**config.mk**
```make
export PLATFORM = sky130hd
export DESIGN_NAME = fmul_round_stage
export DESIGN_NICKNAME = d
export VERILOG_FILES = /design/src/rtl/fmul_round_stage.sv
export SDC_FILE = /design/constraint.sdc
export NUM_CORES = 1
export LEC_CHECK = 0
export ABC_AREA = 1
export CAP_MARGIN = 40
export CORE_ASPECT_RATIO = 1.2
export CORE_MARGIN = 2
export CORE_UTILIZATION = 67
export CTS_BUF_LIST = sky130_fd_sc_hd__clkbuf_4
export DETAILED_ROUTE_END_ITERATION = 16
export DONT_BUFFER_PORTS = 1
export GPL_ROUTABILITY_DRIVEN = 0
export GPL_TIMING_DRIVEN = 0
export HOLD_SLACK_MARGIN = 0.15
export PLACE_DENSITY = 0.82
export SETUP_SLACK_MARGIN = 0.5
export SYNTH_ARGS = -nofsm -noshare
export SYNTH_HDL_FRONTEND = slang
export SYNTH_SLANG_ARGS = --single-unit
```
**constraint.sdc**
```tcl
create_clock -name clock -period 2.8 [get_ports clock]
set_input_delay 0.42 -clock clock [delete_from_list [all_inputs] [get_ports clock]]
set_output_delay 0.42 -clock clock [all_outputs]
set_load 0.02 [all_outputs]
```
**src/rtl/fmul_round_stage.sv**
```systemverilog
// fp32 multiply sequencer: unpack operands, feed an external 24x24 multiplier, normalize/round/pack its product.
// Latency MULT_LATENCY+1 enabled cycles from in_valid to out_valid; one result per enabled cycle, bubbles preserved.
// No backpressure: clken=0 freezes every register (and the external multiplier), so results stretch but never drop.
//
// Ports:
//   clock, aclr, clken     - clock, async active-high clear, stage enable (shared with the multiplier)
//   in_valid, a, b         - fp32 operands
//   mant_a, mant_b         - {hidden, frac} to multiplier dataa/datab, zero for zero/denormal operands
//   prod                   - 48-bit multiplier result, MULT_LATENCY cycles after mant_a/mant_b
//   out_valid, result      - registered fp32 product
//   flag_invalid/overflow/underflow/inexact - per-result exception flags, meaningful with out_valid
module fmul_round_stage #(
    parameter int MULT_LATENCY = 2,
    parameter bit FLUSH_DENORM = 1
) (
    input  logic        clock,
    input  logic        aclr,
    input  logic        clken,
    input  logic        in_valid,
    input  logic [31:0] a,
    input  logic [31:0] b,
    output logic [23:0] mant_a,
    output logic [23:0] mant_b,
    input  logic [47:0] prod,
    output logic        out_valid,
    output logic [31:0] result,
    output logic        flag_invalid,
    output logic        flag_overflow,
    output logic        flag_underflow,
    output logic        flag_inexact
);

    // Only flush-to-zero behaviour and the multiplier's supported depths are implemented.
    if (MULT_LATENCY < 1 || MULT_LATENCY > 8) begin : g_bad_latency
        $error("fmul_round_stage: MULT_LATENCY must be 1..8");
    end
    if (FLUSH_DENORM != 1'b1) begin : g_bad_flush
        $error("fmul_round_stage: FLUSH_DENORM must be 1");
    end

    // Sideband travelling alongside the multiplier pipeline.
    typedef struct packed {
        logic       vld;
        logic       sign;
        logic [9:0] esum;   // ea+eb-127, two's complement
        logic       nan;    // either operand NaN
        logic       inv;    // inf * zero
        logic       inf;    // either operand infinite
        logic       zero;   // either operand zero/denormal
    } sb_t;

    // ---------------- unpack / classify ----------------
    logic [7:0] ea, eb;
    logic       a_zero, b_zero, a_inf, b_inf, a_nan, b_nan;
    sb_t        sb_in;

    always_comb begin
        ea     = a[30:23];
        eb     = b[30:23];
        a_zero = (ea == 8'd0);
        b_zero = (eb == 8'd0);
        a_inf  = (ea == 8'hFF) && (a[22:0] == 23'd0);
        b_inf  = (eb == 8'hFF) && (b[22:0] == 23'd0);
        a_nan  = (ea == 8'hFF) && (a[22:0] != 23'd0);
        b_nan  = (eb == 8'hFF) && (b[22:0] != 23'd0);
        mant_a = a_zero ? 24'd0 : {1'b1, a[22:0]};
        mant_b = b_zero ? 24'd0 : {1'b1, b[22:0]};

        sb_in.vld  = in_valid;
        sb_in.sign = a[31] ^ b[31];
        sb_in.esum = {2'b00, ea} + {2'b00, eb} - 10'd127;
        sb_in.nan  = a_nan | b_nan;
        sb_in.inv  = (a_inf & b_zero) | (b_inf & a_zero);
        sb_in.inf  = a_inf | b_inf;
        sb_in.zero = a_zero | b_zero;
    end

    // ---------------- sideband delay line ----------------
    sb_t sb_q [MULT_LATENCY];

    always_ff @(posedge clock or posedge aclr) begin
        if (aclr) begin
            for (int i = 0; i < MULT_LATENCY; i++) sb_q[i] <= '0;
        end else if (clken) begin
            sb_q[0] <= sb_in;
            for (int i = 1; i < MULT_LATENCY; i++) sb_q[i] <= sb_q[i-1];
        end
    end

    // ---------------- normalize / round / pack ----------------
    sb_t         sb;
    logic [22:0] m, m_r;
    logic        g, st, rnd, carry;
    logic [10:0] e_n, e_r;      // two's complement, wide enough for esum+2
    logic [31:0] nxt_result;
    logic        nxt_inv, nxt_ovf, nxt_udf, nxt_inx;

    always_comb begin
        sb = sb_q[MULT_LATENCY-1];

        if (prod[47]) begin
            m  = prod[46:24];
            g  = prod[23];
            st = |prod[22:0];
        end else begin
            m  = prod[45:23];
            g  = prod[22];
            st = |prod[21:0];
        end
        e_n = {sb.esum[9], sb.esum} + {10'd0, prod[47]};

        // Nearest-even: round up on more than half, or exactly half with odd lsb.
        rnd          = g & (st | m[0]);
        {carry, m_r} = {1'b0, m} + {23'd0, rnd};
        e_r          = e_n + {10'd0, carry};   // carry-out leaves m_r = 0, i.e. 1.0 at the next exponent

        nxt_result = {sb.sign, e_r[7:0], m_r};
        nxt_inv    = 1'b0;
        nxt_ovf    = 1'b0;
        nxt_udf    = 1'b0;
        nxt_inx    = g | st;

        if ($signed(e_r) >= 11'sd255) begin
            nxt_result = {sb.sign, 8'hFF, 23'd0};
            nxt_ovf    = 1'b1;
            nxt_inx    = 1'b1;
        end else if ($signed(e_r) <= 11'sd0) begin
            nxt_result = {sb.sign, 31'd0};
            nxt_udf    = 1'b1;
        end

        // Special classes override the arithmetic path; prod is meaningless for them.
        if (sb.nan || sb.inv || sb.inf || sb.zero) begin
            nxt_ovf = 1'b0;
            nxt_udf = 1'b0;
            nxt_inx = 1'b0;
            if (sb.nan) begin
                nxt_result = 32'h7FC0_0000;
            end else if (sb.inv) begin
                nxt_result = 32'h7FC0_0000;
                nxt_inv    = 1'b1;
            end else if (sb.inf) begin
                nxt_result = {sb.sign, 8'hFF, 23'd0};
            end else begin
                nxt_result = {sb.sign, 31'd0};
            end
        end
    end

    always_ff @(posedge clock or posedge aclr) begin
        if (aclr) begin
            out_valid      <= 1'b0;
            result         <= 32'd0;
            flag_invalid   <= 1'b0;
            flag_overflow  <= 1'b0;
            flag_underflow <= 1'b0;
            flag_inexact   <= 1'b0;
        end else if (clken) begin
            out_valid <= sb.vld;
            if (sb.vld) begin
                result         <= nxt_result;
                flag_invalid   <= nxt_inv;
                flag_overflow  <= nxt_ovf;
                flag_underflow <= nxt_udf;
                flag_inexact   <= nxt_inx;
            end
        end
    end

endmodule

```
# Yosys cells after proc, flatten, opt, wreduce, memory -nomap -nowiden
# Index checks and enable logic that the tools add are counted.
# classes
n_lt_le_gt_ge	2
reduce_logical	16
n_addsub	5
n_mux	21
eq_ne	2
bitwise_logic	10
# ops
op	count
$mux W32	3
$mux W31	3
$mux W24	2
$logic_not A23 Y1	2
$reduce_bool A23 Y1	2
$add A23 B1 Y24	1
$mux W23	1
$reduce_or A23 Y1	1
$reduce_or A22 Y1	1
$eq A8 B8 Y1 const B	2
$logic_not A8 Y1	2
$mux W1	12
$add A10 B2 Y11	1
$add A11 B1 Y11	1
$ge A11 B9 Y1 const B	1
$le A11 B1 Y1 const B	1
$sub A9 B7 Y10 const B	1
$add A8 B8 Y9	1
$or A1 B1 Y1	6
$logic_and A1 B1 Y1	4
$and A1 B1 Y1	3
$logic_or A1 B1 Y1	3
$reduce_and A2 Y1	1
$xor A1 B1 Y1	1
# totals
inputBits	116
register_bits	69
wordCells	76

# Longest topological paths before layout
# logic_depth
ltp_word	10
ltp_mapped	29
ltp_nobuf	28

# Worst setup path before layout
# OpenSTA, ideal clock, no wires.
# synth_timing
path_type	input to register
from	in prod[47]
to	reg result[18]
arrival_ns	3.407
setup_ns	0.117
path_stages	26
slack_ns	-0.723
path_cell_list	buf_4 -> o21ai_1 -> nand2_1 -> nor2_4 -> nand2_2 -> nor2_2 -> nand3_1 -> nor4_1 -> nand4_1 -> fa_1 -> inv_1 -> ha_1 -> nand2_1 -> nor2_1 -> nand2_1 -> nand2_1 -> nand2_1 -> a21oi_2 -> nand2_1 -> nand2_1 -> inv_2 -> nand2_4 -> nor2_8 -> buf_6 -> nand2_1 -> nand2_1
# synth_via
elab_chain_cells	9
word_cells_on_any_way	13
cone_classes	3 x add/sub; 2 x order compare; 6 x mux; 2 x bitwise
# synth_lines
element	line_no	text
start: declaration	24	input logic [47:0] prod,
$mux W1 or $mux W23 (tied branches)	101	if (prod[47]) begin
$or A1 B1 Y1	113	rnd = g & (st | m[0]);
$and A1 B1 Y1	113	
$add A23 B1 Y24	114	{carry, m_r} = {1'b0, m} + {23'd0, rnd};
$add A11 B1 Y11	115	e_r = e_n + {10'd0, carry};
$le A11 B1 Y1	127	end else if ($signed(e_r) <= 11'sd0) begin
$mux W31	127	
$mux W31 *	123	if ($signed(e_r) >= 11'sd255) begin
$mux W32 *	133	if (sb.nan || sb.inv || sb.inf || sb.zero) begin
end signal: assignment	161	result <= nxt_result;
end: declaration	26	output logic [31:0] result,
# Mark *: on every way between the ends. The rest lies on a longest branch, timed or not.
# A chain may end at the register's enable or synchronous reset.

# Worst setup path after layout
# layout_timing
from	in prod[47]
to	reg result[11]
# The elaborated chain is that of the path after synthesis.

==> results.toml <==
[logic_synthesis]
seq_area_frac_synth = 0.339
yosysWarnings = 0
syn_area_per_cell_um2 = 6.43
synthTopCellsByArea = "dfrtp_1 (34%), nand2_1 (19%), inv_1 (10%)"
ys_async_sr_fraction = 1.00
syn_nets = 927
synth_edf_count = 0
synth_top_area_share = 0.339
syn_inst = 792
ys_dominant_reg_cell = "dfrtp_1"
synthDistinctLibCells = 38
yosys_register_bits = 69
yosysTopAreaCell = "dfrtp_1"
synth_area_um2 = 5090

[critical_path]
critPathLaunchType = "input pin"
crit_top_cell = "nand2_2"
critPathKind = "input pin to register"
endpoint_kind = "register"
worst-path-max-fanout = 5
slowest_delay_ns = 0.43
crit_chain = "buf_12 > o21ai_4 > nand2_2 > nor2_4 > nand3_2 > nor4_4 > nand4_1 > fa_2 > inv_2 > ha_4 > nand2_4 > nor2_4 > nand2_2 > nand2_1 > nand2_1 > a21oi_2 > nand2_2 > nand2_4 > buf_4 > buf_6 > nand3_1 > o21ai_1"
cp.required_ns = 3.15
critical-path-top-delay-family = "simple AND/OR/NAND/NOR gates"
arrival_ns = 3.81
slowest_stage = "fa_2"
critPathBufInv = 4

[finish]
area_delta_synth_final_pct = 21.6
finalNetCount = 1006
diodes = 0
final_cells = 965
drive_gt1_frac = 0.197
post-route-util = 0.846

[sta]
rsz0062_at_grt = "true"
hold_viol_final = 0
worst_slack_ns = -0.665
skew_ns = 0.0266
fin_crit_ns = 3.46
finalMaxSlewViolations = 0
tightest_slew_ns = 0.756
timing.final.crit_share = 1.24
timing.fmax_mhz = 289
setup_viol = 34
slew_headroom = 0.491

[power]
swShare = 0.422
p_switching_mw = 1.33
clockPowerShare = 0.208
internal_power_mw = 1.82
ir_drop_uv = 478
comb_power_share = 0.326
seqPwrFrac = 0.466
p_leak_nw = 3.34
p_per_area_nw_per_um2 = 509

[global_routing]
grt_pass1_vias = 5658
grt_overflow_total = 0
grtUsageTotal = 0.388
grt_first_pass_wirelength_um = 26200
grt_max_degree = 36
antenna_found_initial = 0

[drt]
wl_met3_um = 2220
drt-met1-wl_um = 6190
route.detailed.drc = 0
detail_route.first_pass.iterations = 11
wl_met2_um = 8520
vias_per_cell = 6.35
routed_wire_length_per_instance_um = 19.1
final_antenna_net_count = 0
vias = 6130
drt_iter0_drc = 888
highest_layer = "met4"
finalWirelength_um = 18400

[cts]
cts-htree-levels = 3
insertion_delay_ns = 0.44
cts.sinks = 69
numCtsBuffers = 9
path_clk_slew_ns = 0.12
cts_tree = "done"
clockRootBuffer = "clkbuf_4"
clock_path_buffers = 2

[floorplanning]
die_h_um = 99.5
dieArea_um2 = 8320
rows = 34
initial_core_util = 0.696
dieWidth_um = 83.6
io_pins = 201
core_um2 = 7320

[placed_design]
dp.cells = 883
port-buffer-count = 0
dp_hpwl_um = 10700

[outcome]
outcome = "finished, violations left"
violations = "setup timing"

[min_path]
min_path_type = "input pin to register"

[flow_run]
maxCapViolCount = 0
repair_timing:
action / in CTS / in global routing
pin swaps: 17 / 24
resized for setup: 47 / 30
gates cloned: 3 / 0
setup endpoints to repair: 34 / 54
setup buffers: 49 / 13
hold endpoints to repair: 35 / 0
hold buffers: 2 / 0
per-layer routing:
layer / global-route usage / vias up
li1: - / 2622
met1: 0.446 / 2713
met2: 0.658 / 599
met3: 0.0880 / 196
met4: 0.237 / 0
met5: 0 / -
layout by cell type (no fill, tap or decap), types with 8 or more instances in the layout:
cell	netlist	final
nor2_1	94	91
clkbuf_1	11	10
ha_1	17	16
buf_4	3	63
a21oi_1	10	9
nor4_1	16	15
clkbuf_4	0	11
inv_1	139	132
nand2_1	254	220
nand4_1	21	21
o21ai_1	8	10
inv_2	3	8
nand3_1	36	32
o21ai_0	49	40
dfrtp_1	69	69
nand2_2	3	31
xor2_1	11	11
power groups by stage:
stage / clock, mW / combinational [mW] / sequential (mW)
final: 0.656 / 1.03 / 1.47
after floorplan: 0 / 0.588 / 1.43
after detailed placement: 0 / 0.718 / 1.47
after CTS: 0.634 / 0.866 / 1.45
after global routing: 0.690 / 1.10 / 1.49
after global placement: 0 / 0.695 / 1.46
final cells by class:
class | instances | area (um^2)
Buffer | 21 | 131
Fill cell | 415 | 1130
Tap cell | 90 | 113
Multi-Input combinational cell | 561 | 3000
Timing Repair Buffer | 67 | 548
Sequential cell | 69 | 1730
Clock buffer | 9 | 67.6
Clock inverter | 6 | 65.1
Inverter | 142 | 538
cell usage after synthesis (3+ instances only):
cell type and count:
nand2_1 254, inv_1 139, nor2_1 94, dfrtp_1 69, o21ai_0 49, nand3_1 36, nand4_1 21, ha_1 17
nor4_1 16, clkbuf_1 11, xor2_1 11, a21oi_1 10, o21ai_1 8, xnor2_1 6, nor3_1 5, buf_1 4
nor2_2 4, buf_4 3, inv_2 3, nand2_2 3, o211ai_1 3, o21ai_2 3, or2_2 3
final timing paths:
kind	from	cells after the start	endpoint	slack, ns
setup / recovery	prod[47]	22	result[11]	-0.66
hold / removal	clken	2	sb[5]	0.23
setup reg to reg	sb[4]	16	result[11]	0.24
hold reg to reg	sb_q[30]	2	sb[14]	0.49
max in group asynchronous	aclr	3	sb_q[17]	1.61
min in group asynchronous	aclr	2	result[26]	0.53
metrics by stage:
step                      TNS (ns)  setup WS (ns)  hold slack (ns)  area [um^2]  total power, mW
after floorplan             -13.83         -0.516            0.442         5170             2.02
after global placement      -25.99         -0.882            0.456         5280             2.16
after detailed placement    -28.84         -0.973            0.446         5300             2.19
after CTS                    -3.10         -0.150            0.226         6000             2.95
after global routing        -20.58         -0.786            0.211         6190             3.28
final                       -18.46         -0.665            0.225         6190             3.15
sequential cells by signal, indices dropped and copies added (netlist names):
register        count
flag_inexact        1
flag_invalid        1
flag_overflow       1
flag_underflow      1
out_valid           1
result             32
sb                 16
sb_q               16
logic make-up after synthesis:
group | synth area share
fa+ha+maj | 0.0496
flops | 0.339
buf+inv | 0.124
xor+xnor | 0.0292
simple gates | 0.372
compound gates | 0.0860
(Power assumes the default switching activity.)
